File: src/rtl/cirno_sequencer.sv
// cirno_sequencer: control sequencer between the fetch unit and the datapath.
// Consumes the 9-bit instruction for the current PC and drives the fetch
// controls combinationally. Registers decoded fields for the datapath, handles
// stall (busy) and halt, and counts retired instructions.
//
// Ports:
//   clk, rst_n       clock, asynchronous active-low reset
//   start            level; begins execution from IDLE or HALT
//   start_address    PC the fetch unit loads during INIT (not used here)
//   inst             instruction word for the current PC
//   busy             datapath stall; blocks fetch advance and retire
//   zero_flag        ALU zero flag, used by bz
//   reg_rdata        register-file read data for rs
//   reg_raddr        register-file read address (inst[1:0])
//   init, branch, branchi, fetch_unit_en   fetch controls (Mealy)
//   target           branch target for br (reg_rdata)
//   immediate        bz offset (inst[5:0])
//   op_valid         one-cycle pulse per retired non-system instruction
//   opcode, rd, rs, imm4   registered decode fields of the last retire
//   halted           high while in HALT
//   retired_count    number of retired instructions (wraps)
module cirno_sequencer #(
    parameter int unsigned START_WIDTH = 9,
    parameter int unsigned CNT_WIDTH   = 16
) (
    input  logic                   clk,
    input  logic                   rst_n,
    input  logic                   start,
    input  logic [START_WIDTH-1:0] start_address,
    input  logic [8:0]             inst,
    input  logic                   busy,
    input  logic                   zero_flag,
    input  logic [7:0]             reg_rdata,
    output logic [1:0]             reg_raddr,
    output logic                   init,
    output logic                   branch,
    output logic                   branchi,
    output logic                   fetch_unit_en,
    output logic [7:0]             target,
    output logic [5:0]             immediate,
    output logic                   op_valid,
    output logic [2:0]             opcode,
    output logic [1:0]             rd,
    output logic [1:0]             rs,
    output logic [3:0]             imm4,
    output logic                   halted,
    output logic [CNT_WIDTH-1:0]   retired_count
);

    typedef enum logic [1:0] {
        IDLE = 2'd0,
        INIT = 2'd1,
        EXEC = 2'd2,
        HALT = 2'd3
    } state_t;

    localparam logic [2:0] OP_SYS = 3'b000;
    localparam logic [2:0] OP_BR  = 3'b110;
    localparam logic [2:0] OP_BZ  = 3'b111;

    state_t               state_q, state_d;
    logic                 op_valid_q;
    logic [2:0]           opcode_q;
    logic [1:0]           rd_q, rs_q;
    logic [3:0]           imm4_q;
    logic                 halted_q;
    logic [CNT_WIDTH-1:0] count_q;

    logic [2:0] inst_op;
    logic       is_halt;
    logic       retire;

    // The fetch unit owns the PC; start_address only passes by this block.
    logic unused_start_address;
    assign unused_start_address = ^start_address;

    assign inst_op   = inst[8:6];
    assign is_halt   = (inst_op == OP_SYS) && (inst[5:0] == 6'b000001);
    assign reg_raddr = inst[1:0];
    assign target    = reg_rdata;
    assign immediate = inst[5:0];

    // Mealy fetch controls and next state
    always_comb begin
        init          = 1'b0;
        branch        = 1'b0;
        branchi       = 1'b0;
        fetch_unit_en = 1'b0;
        retire        = 1'b0;
        state_d       = state_q;
        case (state_q)
            IDLE: begin
                if (start) state_d = INIT;
            end
            INIT: begin
                init          = 1'b1;
                fetch_unit_en = 1'b1;
                state_d       = EXEC;
            end
            EXEC: begin
                if (!busy) begin
                    retire = 1'b1;
                    if (is_halt) begin
                        state_d = HALT;
                    end else begin
                        fetch_unit_en = 1'b1;
                        branch        = (inst_op == OP_BR);
                        branchi       = (inst_op == OP_BZ) && zero_flag;
                    end
                end
            end
            HALT: begin
                if (start) state_d = INIT;
            end
            default: state_d = IDLE;
        endcase
    end

    always_ff @(posedge clk or negedge rst_n) begin
        if (!rst_n) begin
            state_q    <= IDLE;
            op_valid_q <= 1'b0;
            opcode_q   <= '0;
            rd_q       <= '0;
            rs_q       <= '0;
            imm4_q     <= '0;
            halted_q   <= 1'b0;
            count_q    <= '0;
        end else begin
            state_q    <= state_d;
            halted_q   <= (state_d == HALT);
            op_valid_q <= retire && (inst_op != OP_SYS);
            if (retire) begin
                count_q  <= count_q + 1'b1;
                opcode_q <= inst_op;
                rd_q     <= inst[5:4];
                rs_q     <= inst[1:0];
                imm4_q   <= inst[3:0];
            end
        end
    end

    assign op_valid      = op_valid_q;
    assign opcode        = opcode_q;
    assign rd            = rd_q;
    assign rs            = rs_q;
    assign imm4          = imm4_q;
    assign halted        = halted_q;
    assign retired_count = count_q;

endmodule
File: config.mk
export PLATFORM = sky130hd
export DESIGN_NAME = cirno_sequencer
export DESIGN_NICKNAME = d
export VERILOG_FILES = /design/src/rtl/cirno_sequencer.sv
export SDC_FILE = /design/constraint.sdc
export NUM_CORES = 1
export LEC_CHECK = 0
export ABC_CLOCK_PERIOD_IN_PS = 3350
export BUFFER_PORTS_ARGS = -buffer_cell sky130_fd_sc_hd__buf_4
export CAP_MARGIN = 20
export CORE_MARGIN = 2
export CORE_UTILIZATION = 45
export DETAILED_ROUTE_END_ITERATION = 8
export HOLD_SLACK_MARGIN = 0.02
export PLACE_DENSITY = 0.82
export SKIP_LAST_GASP = 1
export SYNTH_ARGS = -nofsm -noshare
export SYNTH_HDL_FRONTEND = slang
export SYNTH_SLANG_ARGS = --single-unit
export TNS_END_PERCENT = 30
File: constraint.sdc
create_clock -name clk -period 3.35 [get_ports clk]
set_input_delay 0.1675 -clock clk [delete_from_list [all_inputs] [get_ports clk]]
set_output_delay 0.1675 -clock clk [all_outputs]
set_load 0.005 [all_outputs]
==> impl_metrics.env, run 1 <==
export IMPL_clock_root_buffer="clkbuf_4"
export IMPL_hold_class="in2reg"
export IMPL_grt_max_degree=30
export IMPL_relSlewSlack=0.531
export IMPL_maxCapViolations=0
export IMPL_drc=0
export IMPL_r2r_start="state_q[0]$_DFF_PN0_"
export IMPL_setup_viol_count_final=0
export IMPL_initial_core_util=0.472
export IMPL_max_freq_ghz=0.464
export IMPL_grt_ovfl_total=0
export IMPL_cp_end_kind="output port"
export IMPL_firstDrtPassIters=4
export IMPL_fin_skew_ns=0.00109
export IMPL_worstSetupPathType="reg2out"
export IMPL_rsz0062_at_grt="false"
export IMPL_cts_made_buffers=5
export IMPL_drv_slew=0
export IMPL_cts_clk_slew_worst_paths_ns=0.09
export IMPL_cp_max_fo=18
export IMPL_cts_sinks=29
export IMPL_tns_ns=0
export IMPL_die_w_um=60.6
export IMPL_vias_per_cell=4.82
export IMPL_cts_tree="built"
export IMPL_clk_latency_ns=0.32
export IMPL_grt_pass1_wl_um=4730
export IMPL_ys_ff_latch=29
export IMPL_dp_cells=223
export IMPL_synthFlopType="dfrtp_1"
export IMPL_antenna_found_initial=0
export IMPL_seq_area_frac_synth=0.504
export IMPL_p_per_area_nw_per_um2=673
export IMPL_dp_hpwl_um=2160
export IMPL_syn_inst=146
export IMPL_clk_path_buf_depth=2
export IMPL_arrival_ns=1.99
export IMPL_grt_pass1_vias=1066
export IMPL_reg2reg_to="retired_count[10]$_DFFE_PN0P_"
export IMPL_wirelength_um=2810
export IMPL_wl_per_cell_um=12.1
export IMPL_finalCoreUtilization=0.601
export IMPL_ir_drop_mv=0.418
export IMPL_post_route_period_util=0.644
export IMPL_ioPinCount=80
export IMPL_synth_edff_count=0
export IMPL_die_area_um2=3670
export IMPL_tightest_slew_ns=0.702
export IMPL_diodes=0
export IMPL_finalWeightedCongestion=0.770
export IMPL_htreeDepth=2
export IMPL_nets=221
export IMPL_crit_required_ns=3.18
export IMPL_die_h_um=60.6
export IMPL_hold_viol_final=0
export IMPL_endpoint="fetch_unit_en"
export IMPL_ff2ff_setup_slack_ns=1.35
export IMPL_drt_iter0_drc=29
export IMPL_ant_nets=0
export IMPL_syn_avg_cell_area_um2=9.86
export IMPL_crit_start="state_q[0]$_DFF_PN0_"
export IMPL_fin_cells=232
export IMPL_synth_cell_types=28
export IMPL_num_vias=1119
export IMPL_drive_above_1_share=0.362
export IMPL_fp_coreArea_um2=3050
export IMPL_synthToLayoutAreaGrowth_pct=27.4
export IMPL_crit_path_start_kind="flop"
export IMPL_port_buffers=54
export IMPL_synthArstFlopShare=1.00
export IMPL_grt_util_all_layers=0.173
export IMPL_finalCriticalPeriod_ns=2.16
export IMPL_syn_area_um2=1440
export IMPL_status="finished, final reports clean"
export IMPL_leakagePower_uw=0.000964
export IMPL_worstRegToRegCells=6
export IMPL_rows=20
export IMPL_yosysWarnings=0
export IMPL_synth_fp_nets=180
## power breakdown
group	switching (uW)	internal (uW)	total, uW
combinational	202	248	450
sequential	93.1	450	543
clock	119	121	240
## Yosys cell counts, types with 3 or more instances
cell	instances	area, um2
clkbuf_1	3	11.3
nand3_1	5	25.0
ha_1	3	37.5
buf_4	18	135
xor2_1	4	35.0
inv_1	3	11.3
nand4_1	3	18.8
nand2_1	39	146
xnor2_1	10	87.6
nor3_1	3	15.0
dfrtp_1	29	726
nor2_1	9	33.8
## sequential cells by signal, summed over array words and instances (netlist names)
name	flops
halted	1
imm4	3
op_valid	1
opcode	3
rd	2
retired_count	16
rs	1
state_q	2
## how the worst min path moves through the flow
stage                       start                             to  slack [ns]  cells past startpoint
after global routing      inst[3]            imm4[3]$_DFFE_PN0P_        0.04                      3
after global placement      rst_n  retired_count[10]$_DFFE_PN0P_        0.11                      1
after floorplan             rst_n               halted$_DFF_PN0_       -0.13                      0
after detailed placement    rst_n  retired_count[12]$_DFFE_PN0P_        0.11                      1
after CTS                 inst[3]            imm4[3]$_DFFE_PN0P_        0.04                      3
final                     inst[4]              rd[0]$_DFFE_PN0P_        0.05                      3
## metal layers
layer | share of wire | vias up | track usage | wire length (um)
li1 | - | 536 | - | -
met1 | 0.42 | 527 | 0.205 | 1170
met5 | 0 | - | 0 | 0
met4 | 0.011 | 0 | 0.0559 | 31
met2 | 0.50 | 52 | 0.306 | 1400
met3 | 0.073 | 4 | 0.0469 | 204
## final cells by class
class	count	area [um2]
Sequential cell	29	726
Timing Repair Buffer	55	415
Clock buffer	7	65.1
Multi-Input combinational cell	93	557
Fill cell	280	1220
Clock inverter	1	5.00
Tap cell	44	55.1
Inverter	3	11.3
## per-stage QoR
stage,worst slack [ns],power (uW),hold slack (ns),instance area [um2]
after detailed placement,1.33,1010,0.109,1750
after CTS,1.16,1250,0.0394,1830
final,1.19,1230,0.0517,1830
after floorplan,1.63,783,-0.128,1440
after global routing,0.988,1330,0.0380,1830
after global placement,1.42,980,0.106,1750
## critical path, cell delays in order (launching register included)
cell,delay (ns)
dfrtp_1,0.42
inv_1,0.07
ha_1,0.23
nand2b_1,0.40
o21ba_2,0.35
nor2_1,0.08
buf_4,0.11
## cells by family after synthesis
| group | after synthesis | share of synthesized area |
|---|---|---|
| AOI/OAI and AO/OA | 5 | 0.0226 |
| DFF | 29 | 0.504 |
| and+or+nand+nor | 70 | 0.242 |
| buffers and inverters | 24 | 0.109 |
| adders and majority gates | 3 | 0.0261 |
| xor gates and xnor gates | 15 | 0.0964 |
## layout by cell type (no fill, tap or decap)
cell            n
o21ba_2         1
inv_1           3
or4_4           1
and4_1          1
and2_1          1
nor2_1          9
nor3b_2         1
clkbuf_8        2
nand2b_1        1
dfrtp_1        29
buf_4          54
nor4_1          1
a21oi_1         1
nor2b_1         1
ha_1            3
nand4_1         3
and4b_4         1
dlygate4sd3_1   1
xnor2_2         1
xnor2_1        10
and4b_1         1
xor2_1          4
clkbuf_4        5
nand3_1         5
a21o_1          1
and3_1          1
o21ai_0         2
clkinv_2        1
nand4_4         1
nor3_1          3
nand2_1        39
## what timing repair did
action | in CTS | in global routing
endpoints found under the setup margin | 0 | 0
gates resized for setup | 0 | 0
hold endpoints to repair | 29 | 0
setup buffers | 0 | 0
hold buffers | 1 | 0
Note: power is estimated with default switching activity, not from simulation.
==> run 2: changes to the inputs <==
--- a/config.mk
+++ b/config.mk
@@ -5,14 +5,15 @@
 export SDC_FILE = /design/constraint.sdc
 export NUM_CORES = 1
 export LEC_CHECK = 0
-export ABC_CLOCK_PERIOD_IN_PS = 3350
+export ABC_AREA = 1
+export ABC_CLOCK_PERIOD_IN_PS = 2110
 export BUFFER_PORTS_ARGS = -buffer_cell sky130_fd_sc_hd__buf_4
 export CAP_MARGIN = 20
 export CORE_MARGIN = 2
 export CORE_UTILIZATION = 45
 export DETAILED_ROUTE_END_ITERATION = 8
 export HOLD_SLACK_MARGIN = 0.02
-export PLACE_DENSITY = 0.82
+export PLACE_DENSITY = 0.8
 export SKIP_LAST_GASP = 1
 export SYNTH_ARGS = -nofsm -noshare
 export SYNTH_HDL_FRONTEND = slang
==> constraint.sdc (replaced) <==
create_clock -name clk -period 2.11 [get_ports clk]
set_input_delay 0.1055 -clock clk [delete_from_list [all_inputs] [get_ports clk]]
set_output_delay 0.1055 -clock clk [all_outputs]
set_load 0.005 [all_outputs]
==> run 2 against run 1 <==
Against the previous run:
- routed wire length rose by 5.3%
- worst hold slack better by 0.0040 ns
- via count up 18%
- power increased by 61%
- clock skew grew 0.0054 ns
- synthesized area grew 9.0%
- first-iteration DRC count fell by 31%
- global-route usage down 0.36 points
- final cell count rose by 25%
- sequential share of layout area decreased by 3.9 points
- highest routed layer unchanged
==> impl_metrics.env, run 2 <==
export IMPL_crit_slowest_cell="dfrtp_1"
export IMPL_nets=276
export IMPL_cp_end_kind="output port"
export IMPL_finalCoreUtilization=0.610
export IMPL_synth_largest_area_cell="dfrtp_1"
export IMPL_netlist_top_cells_count="nand2_1, dfrtp_1, inv_1, buf_4, nor2_1"
export IMPL_mostFrequentLayoutCells="nand2_1, buf_4, dfrtp_1"
export IMPL_largest_reg_flops=16
export IMPL_post_route_period_util=0.896
export IMPL_drv_slew=0
export IMPL_status="finished, final reports clean"
export IMPL_antenna_found_initial=0
export IMPL_r2r_start="state_q[0]$_DFF_PN0_"
export IMPL_fillers=306
export IMPL_grt_pass1_vias=1307
export IMPL_synthTopCellsByArea="dfrtp_1, nand2_1, buf_4"
export IMPL_cts_tree="built"
export IMPL_cts_sinks=29
export IMPL_grt_max_degree=30
export IMPL_dp_hpwl_um=2180
export IMPL_die_h_um=63.1
export IMPL_synthFlopType="dfrtp_1"
export IMPL_cp_max_fo=15
export IMPL_worstHoldPathCells=3
export IMPL_ant_nets=0
export IMPL_ir_drop_mv=0.506
export IMPL_power_frac_seq=0.419
export IMPL_synth_edff_count=0
export IMPL_reg2reg_to="retired_count[13]$_DFFE_PN0P_"
export IMPL_setup_viol_count_final=0
export IMPL_fin_skew_ns=0.00644
export IMPL_ys_ff_latch=29
export IMPL_worstHoldEndpoint="op_valid$_DFF_PN0_"
export IMPL_hold_viol_final=0
export IMPL_p_int_uw=1300
export IMPL_hold_ws_ns=0.0557
export IMPL_fp_coreArea_um2=3340
export IMPL_yosysMostFrequentCell="nand2_1"
export IMPL_initial_core_util=0.471
export IMPL_min_from="inst[7]"
export IMPL_p_per_area_nw_per_um2=975
export IMPL_path_cells="inv_1 -> ha_1 -> inv_2 -> nor2_4 -> nand2_1 -> nor3_1 -> buf_4"
export IMPL_grt_pass1_wl_um=5340
export IMPL_synthArstFlopShare=1.00
export IMPL_ioPinCount=80
export IMPL_yosysWarnings=0
export IMPL_syn_inst=193
export IMPL_drt_iter0_drc=20
export IMPL_htreeDepth=2
export IMPL_post_synth_top_area_fraction=0.462
export IMPL_switchingPower_uw=689
export IMPL_p_sw_frac=0.347
export IMPL_crit_path_start_kind="flop"
export IMPL_rsz0062_at_grt="false"
export IMPL_synth_fp_nets=227
export IMPL_synth_cell_types=20
export IMPL_finalCriticalPeriod_ns=1.89
export IMPL_clk_path_buf_depth=2
export IMPL_fin_cells=289
export IMPL_num_vias=1317
export IMPL_hold_class="in2reg"
export IMPL_cts_resized=0
export IMPL_rows=21
export IMPL_ff2ff_setup_slack_ns=0.43
export IMPL_cts_made_buffers=5
export IMPL_drive_above_1_share=0.292
export IMPL_dp_cells=273
export IMPL_clkPwrFrac=0.193
export IMPL_diodes=0
export IMPL_worstSetupPathType="reg2out"
export IMPL_synthToLayoutAreaGrowth_pct=29.6
export IMPL_tns_ns=0
export IMPL_cts_setup_buffers=0
export IMPL_finalWeightedCongestion=0.777
export IMPL_final_common_cell="nand2_1"
export IMPL_maxCapViolations=0
export IMPL_syn_area_um2=1570
export IMPL_syn_avg_cell_area_um2=8.14
export IMPL_port_buffers=54
export IMPL_max_freq_ghz=0.529
export IMPL_total_power_uw=1980
export IMPL_die_area_um2=3980
export IMPL_worstRegToRegCells=9
export IMPL_critPathMaxStageDelay_ns=0.39
export IMPL_relSlewSlack=0.757
export IMPL_crit_required_ns=2.00
export IMPL_vias_per_cell=4.56
export IMPL_die_w_um=63.1
export IMPL_firstDrtPassIters=4
export IMPL_clock_root_buffer="clkbuf_4"
export IMPL_drc=0
export IMPL_tightest_slew_ns=0.363
export IMPL_power_frac_comb=0.388
export IMPL_wirelength_um=2960
export IMPL_clk_latency_ns=0.32
export IMPL_grt_util_all_layers=0.170
export IMPL_grt_ovfl_total=0
export IMPL_arrival_ns=1.79
export IMPL_leakagePower_uw=0.00109
export IMPL_wl_per_cell_um=10.2
export IMPL_cts_clk_slew_worst_paths_ns=0.09
export IMPL_seq_area_frac_synth=0.462
## run 2: cells by family (layout without fill, tap and decap cells)
logic type | after synthesis | count (layout) | synth area share
DFF | 29 | 29 | 0.462
adders and majority gates | 3 | 3 | 0.0239
AOI/OAI and AO/OA | 9 | 9 | 0.0311
buffers and inverters | 45 | 95 | 0.154
and+or+nand+nor | 99 | 99 | 0.284
xor gates and xnor gates | 8 | 8 | 0.0446
## run 2: final cells by class
cell class,instances,area [um2],area share
Sequential cell,29,726,0.356
Multi-Input combinational cell,119,603,0.296
Timing Repair Buffer,62,485,0.238
Inverter,25,93.8,0.0461
Clock buffer,7,65.1,0.0320
Tap cell,46,57.6,0.0283
Clock inverter,1,5.00,0.00246
## run 2: metrics by stage
stage                     setup WS (ns)  cell area [um2]
final                             0.218             2040
after global routing             0.0356             2040
after CTS                         0.182             2040
after detailed placement          0.426             1890
after global placement            0.481             1890
after floorplan                   0.779             1570
## run 2: power groups by stage
stage	Clock [uW]	Sequential [uW]	Combinational, uW
floorplan	0	837	437
global placement	0	841	751
detailed placement	0	839	774
CTS	397	833	786
global route	421	855	881
finish	384	831	770
## run 2: worst max path at each step
stage	startpoint	to	slack (ns)	cells past startpoint
2_1_floorplan	state_q[0]$_DFF_PN0_	retired_count[9]$_DFFE_PN0P_	0.78	7
3_3_place_gp	state_q[0]$_DFF_PN0_	retired_count[13]$_DFFE_PN0P_	0.48	9
3_5_place_dp	state_q[0]$_DFF_PN0_	retired_count[13]$_DFFE_PN0P_	0.43	9
4_1_cts	state_q[0]$_DFF_PN0_	branch	0.18	7
5_1_grt	state_q[0]$_DFF_PN0_	branch	0.04	7
6_report	state_q[0]$_DFF_PN0_	branch	0.22	7
## run 2: timing repair
item / in CTS / in global routing
setup endpoints to repair: 0 / 0
endpoints found under the hold margin: 36 / 0
hold buffers: 8 / 0
## run 2: per-layer routing
layer / global-route usage / routed length [um] / part of all wire / up-vias
met5: 0 / 0 / 0 / -
met4: 0.0694 / 48 / 0.016 / 0
met3: 0.0554 / 212 / 0.072 / 7
met2: 0.298 / 1440 / 0.49 / 42
met1: 0.188 / 1260 / 0.42 / 596
li1: - / - / - / 672
## run 2: critical path, delay by kind of cell (launching register included)
kind | cells | cell delay, ns
and+or+nand+nor | 3 | 0.57
DFF | 1 | 0.39
buffers and inverters | 3 | 0.29
adders and majority gates | 1 | 0.22
